[src/rtl/sdram_read_arb.sv]
// Round-robin arbiter sharing one SDRAM burst-read port among several cache miss handlers.
// Valid/ready: the controller takes the burst on the cycle where sd_readReq && sd_ready are both high at posedge clk.
module sdram_read_arb #(
  parameter int NUM_REQ   = 3,
  parameter int ADDR_W    = 25,
  parameter int MAX_TRANS = 16,
  parameter int TS_W      = $clog2(MAX_TRANS),
  localparam int PTR_W    = (NUM_REQ > 1) ? $clog2(NUM_REQ) : 1
) (
  input  logic                      clk,
  input  logic                      rst,
  input  logic [NUM_REQ*ADDR_W-1:0] addr_cache_to_sdram,
  input  logic [NUM_REQ*TS_W-1:0]   transSize,
  input  logic [NUM_REQ-1:0]        readReq,
  output logic [NUM_REQ-1:0]        readValid_out,
  output logic [NUM_REQ*32-1:0]     readData,
  output logic [NUM_REQ-1:0]        doneRead,
  output logic                      sd_readReq,
  output logic [ADDR_W-1:0]         sd_addr,
  output logic [TS_W-1:0]           sd_size,
  input  logic                      sd_ready,
  input  logic                      sd_rvalid,
  input  logic [31:0]               sd_rdata,
  output logic                      busy,
  output logic                      err_spurious,
  output logic [1:0]                dbg_state,
  output logic [PTR_W-1:0]          dbg_rr_ptr
);

  typedef enum logic [1:0] {
    S_IDLE  = 2'd0,
    S_ISSUE = 2'd1,
    S_DATA  = 2'd2
  } state_t;

  state_t             r_state;
  state_t             w_state_nxt;
  logic [PTR_W-1:0]   r_rr_ptr;
  logic [PTR_W-1:0]   r_grant;
  logic [PTR_W-1:0]   w_pick;
  logic               w_found;
  logic [TS_W-1:0]    r_beat_cnt;
  logic [31:0]        r_rdata;
  logic [ADDR_W-1:0]  w_addr_arr [NUM_REQ];
  logic [TS_W-1:0]    w_size_arr [NUM_REQ];
  logic [NUM_REQ-1:0] w_grant_oh;
  logic               w_grant_en;
  logic               w_accept;
  logic               w_beat;
  logic               w_last;
  logic               w_spurious;

  for (genvar gi = 0; gi < NUM_REQ; gi++) begin : g_unpack
    assign w_addr_arr[gi] = addr_cache_to_sdram[gi*ADDR_W +: ADDR_W];
    assign w_size_arr[gi] = transSize[gi*TS_W +: TS_W];
  end

  assign w_grant_oh = NUM_REQ'(1) << r_grant;
  assign readData   = {NUM_REQ{r_rdata}};
  assign busy       = (r_state != S_IDLE);
  assign dbg_state  = r_state;
  assign dbg_rr_ptr = r_rr_ptr;

  // First requester at or after rr_ptr, wrapping around the index space.
  always_comb begin : p_pick
    int k;
    k       = 0;
    w_found = 1'b0;
    w_pick  = '0;
    for (int i = 0; i < NUM_REQ; i++) begin
      k = (int'(r_rr_ptr) + i) % NUM_REQ;
      if (!w_found && readReq[k[PTR_W-1:0]]) begin
        w_found = 1'b1;
        w_pick  = k[PTR_W-1:0];
      end
    end
  end

  always_comb begin
    w_state_nxt = r_state;
    w_grant_en  = 1'b0;
    w_accept    = 1'b0;
    w_beat      = 1'b0;
    w_last      = 1'b0;
    w_spurious  = 1'b0;
    case (r_state)
      S_IDLE: begin
        w_spurious = sd_rvalid;
        if (w_found) begin
          w_grant_en  = 1'b1;
          w_state_nxt = S_ISSUE;
        end
      end
      S_ISSUE: begin
        w_spurious = sd_rvalid;
        if (sd_readReq && sd_ready) begin
          w_accept    = 1'b1;
          w_state_nxt = S_DATA;
        end
      end
      S_DATA: begin
        if (sd_rvalid) begin
          w_beat = 1'b1;
          if (r_beat_cnt == '0) begin
            w_last      = 1'b1;
            w_state_nxt = S_IDLE;
          end
        end
      end
      default: w_state_nxt = S_IDLE;
    endcase
  end

  always_ff @(posedge clk or negedge rst) begin
    if (!rst) r_state <= S_IDLE;
    else      r_state <= w_state_nxt;
  end

  always_ff @(posedge clk or negedge rst) begin
    if (!rst) begin
      r_rr_ptr      <= '0;
      r_grant       <= '0;
      r_beat_cnt    <= '0;
      r_rdata       <= '0;
      readValid_out <= '0;
      doneRead      <= '0;
      sd_readReq    <= 1'b0;
      sd_addr       <= '0;
      sd_size       <= '0;
      err_spurious  <= 1'b0;
    end else begin
      readValid_out <= '0;
      doneRead      <= '0;
      if (w_spurious) err_spurious <= 1'b1;
      if (w_grant_en) begin
        r_grant    <= w_pick;
        sd_addr    <= w_addr_arr[w_pick];
        sd_size    <= w_size_arr[w_pick];
        sd_readReq <= 1'b1;
      end
      if (w_accept) begin
        sd_readReq <= 1'b0;
        r_beat_cnt <= sd_size;
      end
      if (w_beat) begin
        r_rdata       <= sd_rdata;
        readValid_out <= w_grant_oh;
        // Count stops at zero on the final beat so it never wraps.
        if (!w_last) r_beat_cnt <= r_beat_cnt - 1'b1;
      end
      if (w_last) begin
        doneRead <= w_grant_oh;
        r_rr_ptr <= (r_grant == PTR_W'(NUM_REQ-1)) ? '0 : r_grant + 1'b1;
      end
    end
  end

endmodule
[config.mk]
export PLATFORM = sky130hd
export DESIGN_NAME = sdram_read_arb
export DESIGN_NICKNAME = d
export VERILOG_FILES = /design/src/rtl/sdram_read_arb.sv
export SDC_FILE = /design/constraint.sdc
export NUM_CORES = 1
export LEC_CHECK = 0
export ABC_AREA = 1
export CORE_MARGIN = 3
export CORE_UTILIZATION = 39
export DETAILED_ROUTE_END_ITERATION = 12
export PLACE_DENSITY = 0.86
export SLEW_MARGIN = 0
export SYNTH_ARGS = -nofsm -noshare
export SYNTH_HDL_FRONTEND = slang
export SYNTH_SLANG_ARGS = --single-unit
export TNS_END_PERCENT = 5
[constraint.sdc]
create_clock -name clk -period 2 [get_ports clk]
set_input_delay 0.3 -clock clk [delete_from_list [all_inputs] [get_ports clk]]
set_output_delay 0.3 -clock clk [all_outputs]
set_load 0.02 [all_outputs]
==> flow_metrics.tcl <==
set metrics [dict create \
    gp_congestion 0.8167 \
    post_drt_via_cell_ratio 4.917 \
    final_max_slew_viol_count 0 \
    ant_nets 0 \
    die_h_um 115.0 \
    worstSetupPathType "flop to flop" \
    grt_pass1_vias 4509 \
    crit_arrival_ns 2.30 \
    final_cells 984 \
    cts_sinks 79 \
    layout.core_utilization 0.7077 \
    max_slew_margin 0.6048 \
    final-setup-viol-count 17 \
    r2r-start "dbg_rr_ptr[1]" \
    grt_pass1_wl_mm 21.90 \
    yosysUniqueCellTypes 28 \
    grt_max_degree 44 \
    yosysTopAreaCell "dfrtp_1" \
    rows 39 \
    fp.dieW_um 115.0 \
    yosysWarnings 0 \
    worst_pin_slew_ns 0.5928 \
    crit_start "dbg_rr_ptr[1]" \
    hold_violations 0 \
    initial_utilization 0.4020 \
    startpoint_type "flop" \
    cts_tree "yes" \
    synth-seq-cells 79 \
    status "finished, violations left" \
    first_iter_violations 262 \
    p_int_uw 9066 \
    drive_gt1_frac 0.2128 \
    comb_power_share 0.721 \
    min_period_ns 2.098 \
    overflow 0 \
    antenna_found_initial 0 \
    netlist.area_leader.share 0.4270 \
    htreeDepth 3 \
    syn_inst 613 \
    drc 0 \
    syn_area_per_cell_um2 7.552 \
    min_path_type "flop to flop" \
    r2r_setup_slack_ns -0.1 \
    setup.worst_path.end_class "flop" \
    reg2regPathDepth 12 \
    p_clk_frac 0.105 \
    area_growth_pct 76.05 \
    routed_wl_mm 16.45 \
    gr-usage-all-layers 0.2086 \
    coreArea_mm2 0.01152 \
    fin_ws_ns -0.09803 \
    synth_area_leaders "dfrtp_1, nand2_1, buf_4" \
    setup_tns_ns -0.3130 \
    peakVddDrop_mv 1.290 \
    regToRegEndpoint "sd_addr[17]" \
    syn-cell-area_mm2 0.004629 \
    routedWlPerCell_um 16.71 \
    port_buffers 263 \
    vias 4838 \
    cts_root_buf "clkbuf_16" \
    seq_power_share 0.174 \
    p_per_area_mw_per_mm2 2101 \
    cts_buffer_depth 2 \
    clock_latency_ns 0.33 \
    place_ws_ns -0.1242 \
    p_leak_uw 0.003815 \
    first_pass_iters 4 \
    dp_cells 957 \
    ios 264 \
    die-area_mm2 0.01321 \
    endpoint "sd_addr[17]" \
    cp.required_ns 2.20 \
    fin_skew_ns 0.005689 \
    ys_seq_area_frac 0.4270 \
    switching_share 0.4707 \
    dp_hpwl_mm 11.11 \
    final_cell_area_mm2 0.008150 \
    finalNetCount 967 \
    clock.fmax_mhz 476.6 \
    timing.final.crit_share 1.049 \
    clk_pin_slew_worst_paths_ns 0.06 \
    synth_fp_nets 744 \
    rsz0062_at_grt "true" \
    p_switching_uw 8061 \
    crit_fanout 7 \
    violations "setup timing" \
    dpl_cell_area_mm2 0.007098 \
    n_antenna_cell 0 \
    maxCapViolCount 0 \
    cts-buffers-inserted 9 \
]
metal layers:
metal | wire length (um) | track usage | part of all wire | vias up
met4 | 630 | 0.08764 | 0.038 | 0
met3 | 1215 | 0.05158 | 0.074 | 53
met5 | 0 | 0 | 0 | -
li1 | - | - | - | 2288
met1 | 5844 | 0.2331 | 0.36 | 2242
met2 | 8755 | 0.3765 | 0.53 | 255
cell families (layout without fill, tap and decap cells):
| logic type | Yosys count | count (layout) | share of synthesized area |
|---|---|---|---|
| and+or+nand+nor | 282 | 282 | 0.2697 |
| buffers and inverters | 176 | 404 | 0.2095 |
| DFF | 79 | 79 | 0.4270 |
| AOI/OAI and AO/OA | 71 | 71 | 0.08027 |
| adders and majority gates | 5 | 5 | 0.01351 |
area by class of cell:
cell class,count,area (um^2)
Timing Repair Buffer,300,3143
Clock inverter,6,92.59
Multi-Input combinational cell,358,2163
Tap cell,143,178.9
Clock buffer,10,239.0
Sequential cell,79,1979
Inverter,88,354.1
Fill cell,874,3366
flip-flops by register name, summed over array words and instances (netlist names):
signal,flops
err_spurious,1
dbg_state,2
doneRead,3
r_grant,2
dbg_rr_ptr,2
sd_size,4
sd_readReq,1
r_beat_cnt,4
r_rdata,32
sd_addr,25
readValid_out,3
timing repair:
| action | CTS | global route |
|---|---|---|
| cloned | 0 | 7 |
| pin swaps | 0 | 29 |
| resized for setup | 8 | 125 |
| setup buffers | 0 | 3 |
| hold buffers | 1 | 0 |
| setup endpoints to repair | 27 | 31 |
| endpoints found under the hold margin | 42 | 0 |
power groups by stage:
stage          clock, uW  combinational (uW)  sequential (uW)
3_5_place_dp           0                9660             2990
5_1_grt             1890               13100             3090
4_1_cts             1820                9800             2980
6_report            1810               12300             2980
3_3_place_gp           0                9470             2970
2_1_floorplan          0                5460             3640
stage by stage:
step | total power (uW) | hold WS [ns]
finish | 17130 | 0.4844
global route | 18110 | 0.4996
CTS | 14600 | 0.4811
detailed placement | 12650 | 0.3334
global placement | 12430 | 0.3306
floorplan | 9100 | 0.004409
worst min-delay path by stage:
stage / cells past startpoint / from / end
6_report: 1 / r_grant[1] / readValid_out[1]
5_1_grt: 3 / sd_rdata[6] / r_rdata[6]
4_1_cts: 1 / r_grant[1] / readValid_out[1]
3_5_place_dp: 1 / rst / sd_addr[2]
3_3_place_gp: 1 / rst / sd_addr[0]
2_1_floorplan: 0 / rst / dbg_rr_ptr[0]
cell usage in the layout, fill, tap and decap left out, types with 3 or more instances in the layout:
master,count
nand2_2,23
nand3_1,33
a21oi_2,37
inv_4,3
o21ai_0,6
buf_12,8
buf_4,14
nand2_4,4
nor2_1,41
nor3_1,5
nand3_4,3
ha_4,3
nand3_2,34
clkdlybuf4s50_1,262
nand2_1,132
inv_1,78
inv_2,6
buf_6,8
clkbuf_16,14
dfrtp_1,77
a21oi_1,19
synth_stat cells, drive strengths merged:
cell type / count
nor3: 5
a32oi: 2
nor4: 1
a31oi: 2
a21oi: 57
nand4: 1
a41oi: 1
o21bai: 1
dfrtp: 79
nor2: 43
nand3b: 1
clkbuf: 6
ha: 5
buf: 82
inv: 88
o21ai: 8
nand3: 70
nand2: 161
critical path, cell delays in order (launching register included):
cell	delay, ns
dfrtp_2	0.44
ha_4	0.33
inv_4	0.05
nand3_1	0.09
nand2_2	0.08
buf_12	0.13
nand3_4	0.10
inv_4	0.05
nand2_4	0.07
nand2_8	0.11
clkbuf_16	0.20
a21oi_1	0.19
a21oi_1	0.11
Power figures use the tool's default switching activity.
